[config.mk]
export PLATFORM = sky130hd
export DESIGN_NAME = uart_rcv_flat
export DESIGN_NICKNAME = d
export VERILOG_FILES = /design/src/rtl/uart_rcv_if.sv /design/src/rtl/uart_rcv.sv /design/src/flat_wrapper.sv
export SDC_FILE = /design/constraint.sdc
export NUM_CORES = 1
export LEC_CHECK = 0
export BUFFER_PORTS_ARGS = -buffer_cell sky130_fd_sc_hd__buf_2
export CORE_ASPECT_RATIO = 1.1
export CORE_MARGIN = 2
export CORE_UTILIZATION = 40
export CTS_BUF_LIST = sky130_fd_sc_hd__clkbuf_4 sky130_fd_sc_hd__clkbuf_8
export CTS_CLUSTER_DIAMETER = 30
export DETAILED_ROUTE_END_ITERATION = 6
export GPL_ROUTABILITY_DRIVEN = 0
export MAX_ROUTING_LAYER = met4
export PLACE_DENSITY = 0.56
export SETUP_SLACK_MARGIN = 0.15
export SLEW_MARGIN = 20
export SYNTH_ARGS = -nofsm -noshare
export SYNTH_HDL_FRONTEND = slang
export SYNTH_SLANG_ARGS = --single-unit
[constraint.sdc]
create_clock -name i_clk -period 5.05 [get_ports i_clk]
set_input_delay 1.01 -clock i_clk [delete_from_list [all_inputs] [get_ports i_clk]]
set_output_delay 1.01 -clock i_clk [all_outputs]
set_load 0.01 [all_outputs]
[src/rtl/uart_rcv_if.sv]
// Bundles the receiver's line, tick, frame configuration and word-output signals.
interface uart_rcv_if;
  logic       i_active;
  logic       i_rx;
  logic       i_rcv_clk_en;
  logic [1:0] i_frame_type;
  logic [1:0] i_parity_type;
  logic       i_stop_type;
  logic [7:0] o_data;
  logic       o_rcv_valid;
  logic       o_parity_err;
  logic       o_frame_err;
  logic       o_brk;
  logic       o_busy;

  modport master (
    output i_active, i_rx, i_rcv_clk_en, i_frame_type, i_parity_type, i_stop_type,
    input  o_data, o_rcv_valid, o_parity_err, o_frame_err, o_brk, o_busy
  );

  modport slave (
    input  i_active, i_rx, i_rcv_clk_en, i_frame_type, i_parity_type, i_stop_type,
    output o_data, o_rcv_valid, o_parity_err, o_frame_err, o_brk, o_busy
  );
endinterface

[src/rtl/uart_rcv.sv]
// UART receiver: oversampled start detection, centre sampling, 5-8 data bits, parity, 1/2 stops.
// Define UART_RCV_BREAK_EN to enable break detection on o_brk (otherwise tied low).
//
// state  | meaning
// IDLE   | waiting for a falling edge on the synchronised line
// START  | confirming the start bit at its centre
// DATA   | shifting in data bits, LSB first
// PARITY | checking the parity bit
// STOP1  | first stop bit
// STOP2  | second stop bit (two-stop frames only)
module uart_rcv #(
  parameter int OVERSAMPLE  = 16,
  parameter int SYNC_STAGES = 2
) (
  input  logic       i_clk,
  input  logic       i_rst,
  uart_rcv_if.slave  bus
);
  localparam int CW = $clog2(OVERSAMPLE);
  localparam logic [CW-1:0] HALF_M1 = CW'(OVERSAMPLE / 2 - 1);
  localparam logic [CW-1:0] FULL_M1 = CW'(OVERSAMPLE - 1);

  localparam logic [2:0] S_IDLE   = 3'd0;
  localparam logic [2:0] S_START  = 3'd1;
  localparam logic [2:0] S_DATA   = 3'd2;
  localparam logic [2:0] S_PARITY = 3'd3;
  localparam logic [2:0] S_STOP1  = 3'd4;
  localparam logic [2:0] S_STOP2  = 3'd5;

  logic [SYNC_STAGES-1:0] r_sync;
  logic                   r_rx_s_d;
  logic [2:0]             r_state;
  logic [CW-1:0]          r_smp;
  logic [3:0]             r_bitcnt;
  logic [7:0]             r_sr;
  logic [1:0]             r_ftype;
  logic [1:0]             r_ptype;
  logic                   r_stype;
  logic                   r_perr;
  logic                   r_ferr;

  logic       w_rx_s;
  logic [3:0] w_fsize;
  logic [7:0] w_word;
  logic       w_start;
  logic       w_sample;
  logic       w_finish;

  assign w_rx_s  = r_sync[SYNC_STAGES-1];
  assign w_fsize = 4'd5 + {2'b00, r_ftype};
  assign w_word  = r_sr >> (4'd8 - w_fsize);
  // Only a high-to-low transition between ticks starts a frame; a line stuck low never does.
  assign w_start = (r_state == S_IDLE) && bus.i_active && bus.i_rcv_clk_en
                   && !w_rx_s && r_rx_s_d;
  assign w_sample = bus.i_active && bus.i_rcv_clk_en && (r_smp == FULL_M1)
                    && (r_state != S_IDLE) && (r_state != S_START);
  assign w_finish = w_sample && (((r_state == S_STOP1) && !r_stype) || (r_state == S_STOP2));
  assign bus.o_busy = (r_state != S_IDLE);

  always_ff @(posedge i_clk) begin
    if (i_rst) begin
      r_sync            <= '1;
      r_rx_s_d          <= 1'b1;
      r_state           <= S_IDLE;
      r_smp             <= '0;
      r_bitcnt          <= '0;
      r_sr              <= '0;
      r_ftype           <= '0;
      r_ptype           <= '0;
      r_stype           <= 1'b0;
      r_perr            <= 1'b0;
      r_ferr            <= 1'b0;
      bus.o_data        <= '0;
      bus.o_rcv_valid   <= 1'b0;
      bus.o_parity_err  <= 1'b0;
      bus.o_frame_err   <= 1'b0;
    end else begin
      r_sync          <= {r_sync[SYNC_STAGES-2:0], bus.i_rx};
      bus.o_rcv_valid <= 1'b0;
      if (bus.i_rcv_clk_en) r_rx_s_d <= w_rx_s;
      if (!bus.i_active) begin
        r_state <= S_IDLE;
      end else if (bus.i_rcv_clk_en) begin
        if (w_start) begin
          r_ftype  <= bus.i_frame_type;
          r_ptype  <= bus.i_parity_type;
          r_stype  <= bus.i_stop_type;
          r_smp    <= '0;
          r_bitcnt <= '0;
          r_ferr   <= 1'b0;
          r_state  <= S_START;
        end else if (r_state == S_START) begin
          if (r_smp == HALF_M1) begin
            r_smp   <= '0;
            r_state <= w_rx_s ? S_IDLE : S_DATA;
          end else begin
            r_smp <= r_smp + CW'(1);
          end
        end else if (r_state != S_IDLE) begin
          if (!w_sample) begin
            r_smp <= r_smp + CW'(1);
          end else begin
            r_smp <= '0;
            case (r_state)
              S_DATA: begin
                r_sr <= {w_rx_s, r_sr[7:1]};
                if (r_bitcnt == w_fsize - 4'd1)
                  r_state <= (^r_ptype) ? S_PARITY : S_STOP1;
                else
                  r_bitcnt <= r_bitcnt + 4'd1;
              end
              S_PARITY: begin
                r_perr  <= w_rx_s ^ (^w_word) ^ (r_ptype == 2'b10);
                r_state <= S_STOP1;
              end
              S_STOP1: begin
                r_ferr  <= ~w_rx_s;
                r_state <= r_stype ? S_STOP2 : S_IDLE;
              end
              default: r_state <= S_IDLE;
            endcase
            if (w_finish) begin
              bus.o_data       <= w_word;
              bus.o_parity_err <= (^r_ptype) ? r_perr : 1'b0;
              bus.o_frame_err  <= r_ferr | ~w_rx_s;
              bus.o_rcv_valid  <= 1'b1;
            end
          end
        end
      end
    end
  end

`ifdef UART_RCV_BREAK_EN
  logic r_all0;

  // Break qualifies on data, parity and STOP1 all low; a second stop bit is not considered.
  always_ff @(posedge i_clk) begin
    if (i_rst) begin
      r_all0    <= 1'b0;
      bus.o_brk <= 1'b0;
    end else begin
      bus.o_brk <= 1'b0;
      if (w_start)
        r_all0 <= 1'b1;
      else if (w_sample && (r_state != S_STOP2))
        r_all0 <= r_all0 & ~w_rx_s;
      if (w_finish)
        bus.o_brk <= (r_state == S_STOP1) ? (r_all0 & ~w_rx_s) : r_all0;
    end
  end
`else
  assign bus.o_brk = 1'b0;
`endif
endmodule

[src/flat_wrapper.sv]
// flat-port wrapper written by rule: the top's interface ports become plain ports
module uart_rcv_flat 
#(
  parameter int OVERSAMPLE  = 16,
  parameter int SYNC_STAGES = 2
)
  (i_clk, i_rst, bus_i_active, bus_i_rx, bus_i_rcv_clk_en, bus_i_frame_type, bus_i_parity_type, bus_i_stop_type, bus_o_data, bus_o_rcv_valid, bus_o_parity_err, bus_o_frame_err, bus_o_brk, bus_o_busy);
  uart_rcv_if bus_i ();
  input  logic i_clk;
  input  logic i_rst;
  input wire logic [$bits(bus_i.i_active)-1:0] bus_i_active;
  input wire logic [$bits(bus_i.i_rx)-1:0] bus_i_rx;
  input wire logic [$bits(bus_i.i_rcv_clk_en)-1:0] bus_i_rcv_clk_en;
  input wire logic [$bits(bus_i.i_frame_type)-1:0] bus_i_frame_type;
  input wire logic [$bits(bus_i.i_parity_type)-1:0] bus_i_parity_type;
  input wire logic [$bits(bus_i.i_stop_type)-1:0] bus_i_stop_type;
  output wire logic [$bits(bus_i.o_data)-1:0] bus_o_data;
  output wire logic [$bits(bus_i.o_rcv_valid)-1:0] bus_o_rcv_valid;
  output wire logic [$bits(bus_i.o_parity_err)-1:0] bus_o_parity_err;
  output wire logic [$bits(bus_i.o_frame_err)-1:0] bus_o_frame_err;
  output wire logic [$bits(bus_i.o_brk)-1:0] bus_o_brk;
  output wire logic [$bits(bus_i.o_busy)-1:0] bus_o_busy;
  assign bus_i.i_active = bus_i_active;
  assign bus_i.i_rx = bus_i_rx;
  assign bus_i.i_rcv_clk_en = bus_i_rcv_clk_en;
  assign bus_i.i_frame_type = bus_i_frame_type;
  assign bus_i.i_parity_type = bus_i_parity_type;
  assign bus_i.i_stop_type = bus_i_stop_type;
  assign bus_o_data = bus_i.o_data;
  assign bus_o_rcv_valid = bus_i.o_rcv_valid;
  assign bus_o_parity_err = bus_i.o_parity_err;
  assign bus_o_frame_err = bus_i.o_frame_err;
  assign bus_o_brk = bus_i.o_brk;
  assign bus_o_busy = bus_i.o_busy;
  uart_rcv #(.OVERSAMPLE(OVERSAMPLE), .SYNC_STAGES(SYNC_STAGES)) u_core (.i_clk(i_clk), .i_rst(i_rst), .bus(bus_i));
endmodule
Word-level counts from Yosys, hierarchy flattened --
Index checks and enable logic that the tools add are counted.
Cells by class: shift-type cells 1, muxes and demuxes 28, bitwise logic cells 10, $add $sub $neg 5, reductions and logical operators 33, equality and inequality tests 14
Operators with widths (count):
- $mux 4 | 11
- $reduce_and 7->1 | 4
- $mux 3 | 8
- $logic_and 1x1->1 | 10
- $pmux 3 s3 | 1
- $reduce_bool 3->1 | 3
- $add 4x1->4 const B | 2
- $reduce_bool 2->1 | 4
- $reduce_xor 8->1 | 1
- $shr 8x4->8 | 1
- $mux 1 | 7
- $not 1->1 | 7
- $reduce_or 7->1 | 1
- $eq 3x2->1 const B | 2
- $eq 3x3->1 const B | 2
- $reduce_and 3->1 | 2
- $reduce_and 6->1 | 1
- $reduce_and 5->1 | 1
- $add 3x2->4 const A | 1
- $eq 4x3->1 const B | 1
- $eq 4x4->1 | 1
- $eq 4x4->1 const B | 1
- $ne 2x1->1 const B | 2
- $ne 4x1->1 const B | 1
- 14 further kinds | 16
Storage, ports and cells: input port bits 10, output and inout port bits 13, logic and storage cells 106, bits in registers 40

Logic depth before layout (Yosys ltp) --
depth in word-level cells 9, mapped depth 8, gate-level depth less buffers 7

Worst setup path before layout --
No wires, ideal clock.
path kind input port to flip-flop, start input bus_i_active, end register u_core.r_perr, required time 4.969 ns, library setup time 0.081 ns, path buffers 1, path slack 2.300 ns, arrival time 2.669 ns, stages 6, cells stage by stage nand3_1 -> or3_1 -> clkbuf_1 -> or3_1 -> or4_1 -> a41oi_1
Between the ends: word-level cells in the longest chain between the ends 6, elaborated cells on any way between the ends 10, those cells by class 1 x bitwise; 9 x reduce/logical
RTL lines:
- start, declared | RTL line flat_wrapper.sv:11 | input wire logic [$bits(bus_i.i_active)-1:0] bus_i_active;
- $logic_and 1x1->1 (2 in a row) | RTL line uart_rcv.sv:53 | assign w_start = (r_state == S_IDLE) && bus.i_active && bus.i_rcv_clk_en
- $logic_and 1x1->1 (2 in a row) | RTL line uart_rcv.sv:54 | && !w_rx_s && r_rx_s_d;
- $not 1->1 (no line)
- $reduce_and 7->1 (no line) (*)
- end signal, assigned | RTL line uart_rcv.sv:113 | r_perr <= w_rx_s ^ (^w_word) ^ (r_ptype == 2'b10);
- end, declared | RTL line uart_rcv.sv:39 | logic r_perr;
Mark *: on every way between the ends. The rest lies on a longest branch, timed or not. A chain may end at the register's enable or synchronous reset.

Worst setup path after layout --
start register u_core.r_ftype[0], end register u_core.r_perr
Between the ends: word-level cells in the longest chain between the ends 6
RTL lines:
- start, declared | RTL line uart_rcv.sv:36 | logic [1:0] r_ftype;
- start signal, assigned | RTL line uart_rcv.sv:85 | r_ftype <= bus.i_frame_type;
- $add 3x2->4 | RTL line uart_rcv.sv:50 | assign w_fsize = 4'd5 + {2'b00, r_ftype};
- $sub 4x4->4 | RTL line uart_rcv.sv:51 | assign w_word = r_sr >> (4'd8 - w_fsize);
- $shr 8x4->8 | RTL line uart_rcv.sv:51
- $reduce_xor 8->1 | RTL line uart_rcv.sv:113
- $xor 1x1->1 (2 in a row) | RTL line uart_rcv.sv:113
No other way between the ends.

==> results.toml <==
[power_and_ir_drop]
p_leak_nw = 0.8887
switchingPower_w = 0.0001261
irDropWorstVdd_v = 0.00008898
power.density_nw_per_um2 = 259.9
p_int_w = 0.0004997
p_seq_frac = 0.512
comb_power_share = 0.032
switching_share = 0.2015
total_power_w = 0.0006259
p_clk_frac = 0.456

[route]
via_per_inst = 5.125
drt_iter0_drc = 70
wl_um = 4415
dr.pass1.iters = 4
vias = 1722
route.detailed.drc = 0
antenna_left = 0
wl_per_cell_um = 13.14

[clock_tree]
cts.hold.buffers_added = 0
clockBufferDepth = 2
ctsRootBufferMaster = "clkbuf_8"
cts_made_buffers = 5
path_clk_slew_ps = 80
clk_latency_ps = 290
postCtsSetupBuffers = 0
htreeDepth = 2
cts_tree = "done"
cts_resized = 0
clkSinkCount = 40

[critical_path]
cp.required_ps = 5260
path_delay_family = "multiplexers"
cp-start-kind = "flip-flop"
critPathBufInv = 0
critPathKind = "reg -> reg"
critPathMaxStageDelay_ps = 670
path_cells = "ha_1, mux4_1, xnor3_1, xnor2_1, a21oi_1, or4_1, a41oi_1"
crit_arrival_ps = 3350
cp_slowest_cell = "mux4_1"
worstPathMaxFanout = 13
end_kind = "flip-flop"

[grt]
grt_pass1_vias = 1546
grt.overflow.total = 0
grt_pass1_wl_um = 7472
grtUsageTotal = 0.1647
grt_start_max_net_pins = 39
antenna_found_initial = 0

[run]
drv_cap = 0

[sta]
maxSlewViolCount = 0
hold-worst-slack_ps = 413.6
fmax_mhz = 318.6
finalCritPeriodShare = 0.6215
setup_viol = 0
hold_viol = 0
worstMarginPinSlew_ps = 844.6
slew_headroom = 0.4339
fin_crit_ps = 3138
final.setup_skew_ps = 5.284
rsz0062_at_grt = "false"
tns_ps = 0

[logic_synthesis]
synth_cell_types = 49
ys_seq_area_frac = 0.3717
synth-seq-cells = 40
synth_area_per_cell_um2 = 8.723
synth_warnings = 0
synthesis.instances = 247
async_flop_share = 0
syn_nets = 262
synth-edff-count = 0
synth-main-ff-cell = "dfxtp_1"
syn_area_um2 = 2155

[die]
pin_count = 23
die_w_um = 73.98
dieArea_um2 = 5990
core_um2 = 5290
start_util = 0.4073
die_y_um = 80.98
rows = 28

[place]
portBuffers = 21
placed_area_um2 = 2282
hpwlAfterDp_um = 3126

[run_status]
status = "finished clean"

[final_layout]
final_cell_area_um2 = 2409
seqCellArea_um2 = 800.8
multiInputGateArea_um2 = 1252
nets = 275
nFillCells = 540
drive_above_1_share = 0.1571
num_antenna_cells = 0
areaGrowthSynthToFinish_pct = 11.79

[worst_hold_path]
hold_class = "reg -> reg"
[sequential cells by signal, summed over array words and instances, names as in the netlist]
register	count
u_core.r_smp	4
u_core.r_rx_s_d	1
u_core.r_sr	8
u_core.r_state	3
u_core.bus.o_parity_err	1
u_core.r_bitcnt	4
u_core.bus.o_rcv_valid	1
u_core.r_ferr	1
u_core.r_stype	1
u_core.r_sync	2
u_core.bus.o_data	8
u_core.r_perr	1
u_core.bus.o_frame_err	1
u_core.r_ptype	2
u_core.r_ftype	2
[cell families (layout without fill, tap and decap cells)]
family,Yosys count,after routing,share of synthesized area
buf+inv,23,37,0.04704
mux,22,22,0.1394
flops,40,40,0.3717
other cells,1,1,0.001740
simple gates,105,105,0.2439
fa+ha+maj,5,5,0.02904
compound gates,41,41,0.1167
xor+xnor,10,10,0.05053
[through the flow]
stage               worst slack [ps]  utilization  std cells
floorplan                       2301            -        247
global placement                1983       0.4314        328
CTS                             1895       0.4553        336
detailed placement              1912       0.4314        328
global route                    1690       0.4553        336
finish                          1912       0.4553        336
[Yosys cell counts, types with 2 or more instances]
cell	n	area (µm²)
mux2i_1	15	150.1
or2_2	3	18.77
o22ai_1	2	12.51
buf_2	3	15.01
nand3_1	10	50.05
mux4_1	4	105.1
and2_1	2	12.51
a211oi_1	2	15.01
o21ai_0	4	20.02
nor2_1	29	108.9
nor3_1	8	40.04
clkbuf_1	10	37.54
dfxtp_1	40	800.8
mux2_2	2	22.52
or3b_2	2	17.52
and3_1	2	12.51
nand2_1	27	101.4
nand2b_1	4	25.02
inv_1	8	30.03
xnor2_1	6	52.55
or3_1	5	31.28
nor3b_1	3	22.52
xor2_1	2	17.52
ha_1	5	62.56
a21oi_1	23	115.1
nor2b_1	3	18.77
[routing by layer]
layer	vias to the layer above	GRT usage	routed length, µm
li1	893	-	-
met1	807	0.2182	2277
met2	17	0.2446	1958
met3	5	0.04218	116
met4	0	0.05455	62
met5	-	-	0
[cells in the final DEF (no fill, tap or decap), drive strengths merged, types with 7 or more instances in the layout]
master | netlist | final
a21oi | 23 | 23
buf | 5 | 21
clkbuf | 10 | 7
mux2i | 15 | 15
nand3 | 10 | 10
inv | 8 | 8
nand2 | 27 | 27
dfxtp | 40 | 40
nor2 | 29 | 29
nor3 | 9 | 9
[worst register-to-register path, cell delays in order, from the launching register on]
cell	delay, ps
dfxtp_1	580
ha_1	480
mux4_1	670
xnor3_1	380
xnor2_1	210
a21oi_1	80
or4_1	470
a41oi_1	200
[area by class of cell]
cell class | count | share of cell area
Multi-Input combinational cell | 184 | 0.5200
Sequential cell | 40 | 0.3325
Timing Repair Buffer | 21 | 0.04364
Clock buffer | 7 | 0.04000
Tap cell | 75 | 0.03896
Clock inverter | 1 | 0.01247
Inverter | 8 | 0.01247
[power groups by stage]
stage | Sequential, W | Clock, W | Combinational [W]
floorplan | 0.000326 | 0 | 0.0000148
global placement | 0.000328 | 0 | 0.0000201
detailed placement | 0.000328 | 0 | 0.0000204
CTS | 0.000321 | 0.000295 | 0.0000205
global route | 0.000321 | 0.000309 | 0.0000228
finish | 0.000321 | 0.000285 | 0.0000201
[path summary, 6_finish.rpt]
path	from	endpoint	slack, ps	cells after the start
worst max register to register	u_core.r_ftype[0]	u_core.r_perr	1910	7
worst max-delay path	u_core.r_ftype[0]	u_core.r_perr	1910	7
worst min-delay path	u_core.r_sync[0]	u_core.r_sync[1]	410	1
worst min register to register	u_core.r_sync[0]	u_core.r_sync[1]	410	1
(Power assumes the default switching activity.)
